**src/rtl/jtcps1_stars_rom.sv**
```systemverilog
// Star-field ROM responder: fetches 32-bit words as two 16-bit SDRAM beats
// and keeps a one-entry cache that drives rom_ok.
module jtcps1_stars_rom #(
    parameter int              AW   = 22,
    parameter logic [AW-1:0]   BASE = '0
)(
    input  logic          clk,
    input  logic          rst,
    input  logic          rom_cs,
    input  logic [12:0]   rom_addr,
    output logic [31:0]   rom_data,
    output logic          rom_ok,
    output logic [AW-1:0] sdram_addr,
    output logic          sdram_req,
    input  logic          sdram_ack,
    input  logic          sdram_dst,
    input  logic [15:0]   sdram_din
);

    typedef enum logic [1:0] {IDLE, REQ, LO, HI} state_t;

    state_t        state, state_nx;
    logic [12:0]   fetch_addr, fetch_nx;
    logic [12:0]   cached_addr, cached_nx;
    logic          valid, valid_nx;
    logic          req_nx;
    logic [AW-1:0] addr_nx;
    logic [31:0]   data_nx;

    assign rom_ok = valid & rom_cs & (cached_addr == rom_addr);

    always_ff @(posedge clk) begin
        if (rst) begin
            state       <= IDLE;
            sdram_req   <= 1'b0;
            sdram_addr  <= '0;
            rom_data    <= '0;
            valid       <= 1'b0;
            cached_addr <= '0;
            fetch_addr  <= '0;
        end else begin
            state       <= state_nx;
            sdram_req   <= req_nx;
            sdram_addr  <= addr_nx;
            rom_data    <= data_nx;
            valid       <= valid_nx;
            cached_addr <= cached_nx;
            fetch_addr  <= fetch_nx;
        end
    end

    always_comb begin
        state_nx  = state;
        req_nx    = sdram_req;
        addr_nx   = sdram_addr;
        data_nx   = rom_data;
        valid_nx  = valid;
        cached_nx = cached_addr;
        fetch_nx  = fetch_addr;
        case (state)
            IDLE: begin
                if (rom_cs && !rom_ok) begin
                    fetch_nx = rom_addr;
                    // low beat address; the arbiter supplies the +1 beat itself
                    addr_nx  = BASE + AW'({rom_addr, 1'b0});
                    req_nx   = 1'b1;
                    valid_nx = 1'b0;
                    state_nx = REQ;
                end
            end
            REQ: begin
                if (sdram_ack) begin
                    req_nx   = 1'b0;
                    state_nx = LO;
                end
            end
            LO: begin
                if (sdram_dst) begin
                    data_nx[15:0] = sdram_din;
                    state_nx      = HI;
                end
            end
            HI: begin
                if (sdram_dst) begin
                    data_nx[31:16] = sdram_din;
                    cached_nx      = fetch_addr;
                    valid_nx       = 1'b1;
                    state_nx       = IDLE;
                end
            end
            default: state_nx = IDLE;
        endcase
    end

endmodule
```
**config.mk**
```make
export PLATFORM = sky130hd
export DESIGN_NAME = jtcps1_stars_rom
export DESIGN_NICKNAME = d
export VERILOG_FILES = /design/src/rtl/jtcps1_stars_rom.sv
export SDC_FILE = /design/constraint.sdc
export NUM_CORES = 1
export LEC_CHECK = 0
export CAP_MARGIN = 20
export CORE_MARGIN = 2
export CORE_UTILIZATION = 40
export DETAILED_ROUTE_END_ITERATION = 10
export MAX_ROUTING_LAYER = met4
export PLACE_DENSITY = 0.72
export SLEW_MARGIN = 20
export SYNTH_ARGS = -nofsm -noshare
export SYNTH_HDL_FRONTEND = slang
export SYNTH_SLANG_ARGS = --single-unit
```
**constraint.sdc**
```tcl
create_clock -name clk -period 2.1 [get_ports clk]
set_input_delay 0.21 -clock clk [delete_from_list [all_inputs] [get_ports clk]]
set_output_delay 0.21 -clock clk [all_outputs]
set_load 0.05 [all_outputs]
```
# Yosys cells after proc, flatten, opt, wreduce, memory -nomap -nowiden
# Cells that the tools add are included.
[classes]
eq_ne = 8
muxes = 11
bitwise = 2
reduce_logical = 11
[op_table]
columns = ["cell", "count"]
rows = [
  ["13-bit == test", 1],
  ["2-bit two-way mux", 4],
  ["2-bit inequality test (second input constant)", 4],
  ["2-bit one-hot mux with 4 select lines", 1],
  ["2-bit AND reduction", 3],
  ["3-bit AND reduction", 2],
  ["2-bit == test (second input constant)", 2],
  ["1-bit two-way mux", 4],
  ["1-bit one-hot mux with 2 select lines", 2],
  ["4-bit AND reduction", 1],
  ["2-bit nonzero test", 2],
  ["1-bit bitwise AND", 2],
  ["2-bit by 1-bit == test with 1-bit output (second input constant)", 1],
  ["2-bit zero test", 1],
  ["1-bit logical AND", 1],
  ["1-bit zero test", 1],
]
[word_totals]
ff_bits = 62
in_bits = 34
output_inout_bits = 56
elab_cells = 39

# Depth between registers and ports, before layout
# Gate-level depths: netlist of the first run.
[logic_depth]
word_depth = 6
mapped_depth = 7
depth_no_buf = 7

# Least setup slack after synthesis of the first run
# OpenSTA, ideal clock, no wires.
[synth_path]
path_kind = "register to register"
startpoint = "reg cached_addr[1]"
endpoint = "reg state[0]"
setup_time_ns = 0.115
arrival_time_ns = 2.793
t_required_ns = 1.985
setup_slack_ns = -0.808
stages_incl_launch_ff = 6
period_less_slack_ns = 2.908
cell_sequence = "dfxtp_1 > xnor2_1 > nand4_1 > nor4_1 > a21oi_1 > o21a_1"
[synth_between]
elab_chain_cells = 6
[synth_lines]
columns = ["item", "line", "source"]
rows = [
  ["start, declared", "24", "logic [12:0] cached_addr, cached_nx;"],
  ["start signal, assigned", "47", "cached_addr <= cached_nx;"],
  ["13-bit == test", "30", "assign rom_ok = valid & rom_cs & (cached_addr == rom_addr);"],
  ["1-bit bitwise AND", "30", ""],
  ["via rom_ok", "12", "output logic rom_ok,"],
  ["1-bit zero test", "62", "if (rom_cs && !rom_ok) begin"],
  ["1-bit logical AND", "62", ""],
  ["2-bit inequality test (no source line)", "-", ""],
  ["4-bit AND reduction (no source line)", "-", ""],
  ["end signal, assigned", "42", "state <= state_nx;"],
  ["end, declared", "22", "state_t state, state_nx;"],
]
# The timed path passes the listed nets, and every way through them passes these cells.
# A chain may end at the register's enable or synchronous reset.

# Worst setup path in the final report of the first run
[layout_path]
startpoint = "in rom_addr[12]"
endpoint = "out rom_ok"
[layout_between]
elab_chain_cells = 2
[layout_lines]
columns = ["item", "line", "source"]
rows = [
  ["start, declared", "10", "input logic [12:0] rom_addr,"],
  ["13-bit == test", "30", ""],
  ["1-bit bitwise AND", "30", ""],
  ["end, declared", "12", ""],
]
# No other way between the ends.

==> out/qor.yml, run 1 <==
floorplan:
  rows: 29
  core_area_um2: 6390
  die_height_um: 85.5
  die_w_um: 85.5
  ios: 90
  start_util_pct: 41.6
  dieArea_um2: 7310
power_and_ir_drop:
  total_leakage_power_nw: 1.33
  ir_drop_uv: 569
  powerDensity_nw_per_um2: 972
final_layout:
  drive_gt1_share_pct: 7.56
  n_fill_cell: 562
  syn2layout_area_growth_pct: 42.3
  final_cell_mix: "97 x nand2_1, 78 x clkdlybuf4s50_1, 62 x dfxtp_1"
  finish.utilization_pct: 59.2
  layout_commonest_cell: "nand2_1"
  final-seq-area_um2: 1240
  multiInputGateArea_um2: 1300
  nets: 443
  antenna_cells: 0
timing:
  min_period_over_period_pct: 92.1
  setup_slack_ns: 0.166
  setup_violations: 0
  hold_violations: 0
  fmax_mhz: 517
  relSlewSlack_pct: 38.6
  rsz0062_at_grt: "no"
  clock-skew-final_ns: 0.00571
  tightestPinTransition_ns: 0.920
  slew_violations: 0
  min_period_ns: 1.93
critical_path:
  worstRegToRegCells: 5
  required_ns: 1.89
  critPathMaxFanout: 3
  cpPeakStageDelay_ns: 0.43
  cp-end-kind: "output pin"
  r2r_end: "sdram_addr[8]$_SDFFE_PP0P_"
  worstSetupPathType: "in -> out"
  cp_slowest_cell: "clkdlybuf4s50_1"
  path_cells: "clkdlybuf4s50_1 -> xnor2_1 -> nand4_1 -> nor4_4 -> buf_12"
  r2r_start: "state[0]$_SDFFE_PP0P_"
  cp_data_arrival_time_ns: 1.72
  startpoint_type: "primary input"
  r2r_setup_slack_ns: 0.20
worst_hold_path:
  hold_end: "rom_data[28]$_SDFFE_PP0P_"
  hold_path_startpoint: "rst"
  hold_path_class: "in -> reg"
  holdPathStages: 2
yosys:
  synth_xor_area_share_pct: 4.29
  postSynthAreaPerCell_um2: 8.22
  mappedNetlistArea_um2: 2660
  synth_adder_area_share_pct: 1.89
  synth-simple-area-share_pct: 24.7
  synthArstFlopShare_pct: 0
  synth-edff-count: 0
  syn_inst: 323
  yosysUniqueCellTypes: 32
  ys_seq_area_share_pct: 46.7
  muxShareOfSynthArea_pct: 5.28
  synth_compound_area_share_pct: 10.9
  yosys_warnings: 0
  synth_top_family_by_area: "simple AND/OR/NAND/NOR gates"
  synth_ff_type: "dfxtp_1"
  synth_seq_cells: 62
detailed_routing:
  drc: 0
  initialDrtViolationCount: 134
  num_vias: 2363
  vias_per_cell: 4.85
  wl_per_cell_um: 13.5
  ant_nets: 0
  dr.pass1.iters: 4
  totalWireLength_um: 6560
global_route:
  grt_pass1_wl_um: 10600
  antenna_found_initial: 0
  overflow: 0
  met3_usage_pct: 4.47
  grt_pass1_vias: 2193
  busiest_layer: "met2"
  grtUsageTotal_pct: 19.2
  grt_max_degree: 38
  use_met1_pct: 22.7
  met2_usage_pct: 30.6
clock_tree:
  clk_latency_ns: 0.34
  cts.sinks: 62
  cts_tree: "done"
  cts_setup_buffers: 0
  cts_root_buf: "clkbuf_8"
  cts.reportedPaths.clkPinSlew_ns: 0.08
  cts_buffer_depth: 2
  ctsResizeCount: 0
  htree_levels: 3
  postCtsHoldBufs: 0
  cts-buffers-inserted: 9
status:
  status: "complete, no violations"
placed_design:
  dpl.hpwl_um: 4640
  portBuffers: 80
  gp_congestion: 0.742
  dp_slack_ns: -0.0257
flow_run:
  maxCapViolCount: 0
-- per-layer routing --
metal | routed length [um] | up-vias
li1 | - | 1197
met3 | 294 | 15
met2 | 3260 | 65
met5 | 0 | -
met4 | 144 | 0
met1 | 2850 | 1086
-- power by group --
part / switching [mW] / internal [mW] / leakage [nW]
logic: 0.697 / 0.406 / 0.710
registers: 0.0814 / 1.29 / 0.503
clock network: 0.470 / 0.733 / 0.116
-- cells in the mapped netlist, drive strengths merged, types with 2 or more instances --
master | number | area (um2)
nor4 | 2 | 18.8
clkbuf | 14 | 52.6
or2b | 3 | 22.5
nand2b | 26 | 163
nor2 | 3 | 13.8
and2 | 2 | 12.5
nand2 | 97 | 364
dfxtp | 62 | 1240
o21ai | 2 | 10.0
nand4 | 4 | 25.0
inv | 4 | 15.0
ha | 4 | 50.1
mux2i | 14 | 140
a21oi | 48 | 240
nand3 | 2 | 10.0
xnor2 | 13 | 114
buf | 13 | 91.3
-- state kept, by name, indices dropped and copies added, names as in the netlist --
register     count
sdram_req        1
rom_data        32
cached_addr     13
sdram_addr      13
valid            1
state            2
-- critical path: cells and delay by family --
family	cells	cell delay, ns
buf+inv	2	0.62
xor+xnor	1	0.26
simple gates	2	0.63
-- cells by family (layout without fill, tap and decap cells) --
group | after synthesis | count (layout)
XOR/XNOR | 13 | 13
other | 1 | 9
buffers and inverters | 31 | 110
AO/OA/AOI/OAI | 55 | 55
flip-flops | 62 | 62
AND/OR/NAND/NOR | 143 | 143
multiplexers | 14 | 14
adder cells (fa/ha/maj) | 4 | 4
-- worst max path at each step --
stage	from	to	cells past startpoint	slack, ns
6_report	rom_addr[12]	rom_ok	5	0.17
5_1_grt	state[1]$_SDFFE_PP0P_	sdram_addr[5]$_SDFFE_PP0P_	5	0.02
4_1_cts	rom_addr[6]	rom_ok	6	0.12
3_5_place_dp	rom_addr[8]	sdram_addr[8]$_SDFFE_PP0P_	6	-0.03
3_3_place_gp	rom_addr[8]	sdram_addr[13]$_SDFFE_PP0P_	6	0.06
2_1_floorplan	cached_addr[1]$_SDFFE_PP0P_	state[0]$_SDFFE_PP0P_	5	0.24
-- cell type report --
cell class	count	share of cell area, %
Clock buffer	11	4.01
Clock inverter	5	2.15
Timing Repair Buffer	90	23.6
Multi-Input combinational cell	238	34.4
Tap cell	77	2.55
Sequential cell	62	32.8
Inverter	4	0.397
-- stage by stage --
step,hold slack [ns],TNS (ns),area (um2),power (mW),instances
2_1_floorplan,0.346,0,2700,2.16,331
3_3_place_gp,0.441,0,3550,2.48,471
3_5_place_dp,0.446,-0.0563,3550,2.50,471
4_1_cts,0.314,0,3780,3.70,487
5_1_grt,0.355,0,3780,3.84,487
6_report,0.322,0,3780,3.67,487
No activity file was read; power rests on OpenSTA's default activity.
==> run 2: changes to the inputs <==
--- a/constraint.sdc
+++ b/constraint.sdc
@@ -3,2 +3,2 @@
 set_output_delay 0.21 -clock clk [all_outputs]
-set_load 0.05 [all_outputs]
+set_load 0.01 [all_outputs]
==> out/qor.yml, run 2 (synthesis gave the netlist of run 1 again) <==
status:
  status: "complete, no violations"
critical_path:
  cp_slowest_cell: "clkdlybuf4s50_1"
  required_ns: 1.89  # about the same
  cp_data_arrival_time_ns: 1.70  # -0.02 ns
  critPathMaxFanout: 2  # -1
  cpPeakStageDelay_ns: 0.52  # +0.09 ns
  cp-end-kind: "output pin"
  path_cells: "clkdlybuf4s50_1 -> xnor2_2 -> nand4_1 -> nor4_1 -> buf_4 -> dlygate4sd2_1"
  startpoint_type: "primary input"
  worstSetupPathType: "in -> out"
timing:
  whs_ns: 0.150  # -0.171 ns
  tightestPinTransition_ns: 0.887  # -0.0327 ns
  rsz0062_at_grt: "no"
  fmax_mhz: 523  # +1.1%
  setup-tns-final_ns: 0  # unchanged
  relSlewSlack_pct: 40.8  # +2.2 points
  setup_slack_ns: 0.187  # +0.0206 ns
  hold_violations: 0  # unchanged
  clock-skew-final_ns: 0.00827  # +0.00255 ns
  slew_violations: 0  # unchanged
  setup_violations: 0  # unchanged
  min_period_over_period_pct: 91.1  # -0.98 points
  min_period_ns: 1.91  # -0.0206 ns
final_layout:
  drive_gt1_share_pct: 8.25  # +0.69 points
  regMostFlops: "rom_data"
  layout_commonest_cell: "nand2_1"
  finish.utilization_pct: 58.8  # -0.41 points
  final-seq-area_um2: 1240  # unchanged
  multiInputGateArea_um2: 1320  # +1.2%
  antenna_cells: 0  # unchanged
  n_fill_cell: 593  # +5.5%
  final_cell_area_um2: 3750  # -0.70%
  stdcell_count: 489  # +0.41%
  nets: 445  # +0.45%
  syn2layout_area_growth_pct: 41.3
  largest_reg_flops: 32  # unchanged
  top_regs: "rom_data: 32 flops, cached_addr: 13 flops, sdram_addr: 13 flops"
  final_cell_mix: "97 x nand2_1, 77 x clkdlybuf4s50_1, 62 x dfxtp_1"
clock_tree:
  cts.sinks: 62  # unchanged
  ctsResizeCount: 6  # +6
  cts_setup_buffers: 0  # unchanged
  cts_root_buf: "clkbuf_8"
  cts_tree: "done"
  clk_latency_ns: 0.34  # about the same
  cts.reportedPaths.clkPinSlew_ns: 0.07  # about the same
  postCtsHoldBufs: 0  # unchanged
  cts-buffers-inserted: 9  # unchanged
  cts_buffer_depth: 2  # unchanged
  htree_levels: 3  # unchanged
global_route:
  antenna_found_initial: 0  # unchanged
  met3_usage_pct: 6.32  # +1.8 points
  grt_max_degree: 33  # -13%
  use_met1_pct: 24.1  # +1.4 points
  overflow: 0  # unchanged
  grt_pass1_vias: 2383  # +8.7%
  grtUsageTotal_pct: 20.0  # +0.88 points
  met2_usage_pct: 31.3  # +0.64 points
  busiest_layer: "met2"
  grt_pass1_wl_um: 11200  # +5.3%
placed_design:
  dp_slack_ns: -0.122  # -0.0964 ns
  gp_congestion: 0.796  # +7.3%
  dpl.hpwl_um: 4560  # -1.6%
  placed_area_um2: 3540  # -0.28%
  portBuffers: 80  # unchanged
  place_inst: 473  # +0.42%
floorplan:
  die_height_um: 85.5  # unchanged
  dieArea_um2: 7310  # unchanged
  start_util_pct: 41.6  # unchanged
  die_w_um: 85.5  # unchanged
  ios: 90  # unchanged
  core_area_um2: 6390  # unchanged
  rows: 29  # unchanged
detailed_routing:
  num_vias: 2397  # +1.4%
  ant_nets: 0  # unchanged
  drc: 0  # unchanged
  totalWireLength_um: 6430  # -1.8%
  initialDrtViolationCount: 64  # -52%
  wl_per_cell_um: 13.2  # -2.2%
  dr.pass1.iters: 4  # unchanged
  vias_per_cell: 4.90  # +1.0%
power_and_ir_drop:
  total_leakage_power_nw: 1.33  # -0.14%
  total_power_mw: 3.19  # -13%
  ir_drop_uv: 577  # +1.4%
  powerDensity_nw_per_um2: 849  # -13%
flow_run:
  maxCapViolCount: 0  # unchanged
worst_hold_path:
  hold_path_class: "in -> reg"
==> run 2: cell types whose count changed in the layout (fill, tap and decap cells not counted), moves of 2 or more <==
cell	delta
xnor2_2	+4
buf_4	+2
xnor2_1	-4
dlygate4sd2_1	+2
clkinv_2	+2
clkbuf_8	-2
==> run 2: worst paths after layout <==
check                                      end                       from  depth (start not counted)  slack (ns)
setup / recovery                        rom_ok                rom_addr[5]                          6        0.19
hold / removal    cached_addr[12]$_SDFFE_PP0P_                        rst                          2        0.15
setup reg to reg   sdram_addr[13]$_SDFFE_PP0P_      state[0]$_SDFFE_PP0P_                          5        0.23
hold reg to reg      rom_data[15]$_SDFFE_PP0P_  rom_data[15]$_SDFFE_PP0P_                          2        0.45
==> run 2: layout make-up <==
cell class | instances | area share [%]
clock buffer | 10 | 3.40
clock inverter | 6 | 1.63
inverter | 4 | 0.400
timing repair buffer | 92 | 23.9
multi-input combinational | 238 | 35.0
tap | 77 | 2.57
sequential | 62 | 33.1
==> run 2: power breakdown <==
part	internal, mW	switching (mW)
clock network	0.546	0.464
logic	0.405	0.406
registers	1.29	0.0783
==> run 2: worst max-delay path: cells and delay by family <==
kind / cells / cell delay (ns)
xor+xnor: 1 / 0.14
simple gates: 2 / 0.40
buf+inv: 3 / 0.95
==> run 2: metal layers <==
layer	vias up	wire length [um]
li1	1199	-
met1	1124	2880
met2	61	3080
met3	13	343
met4	0	124
met5	-	0
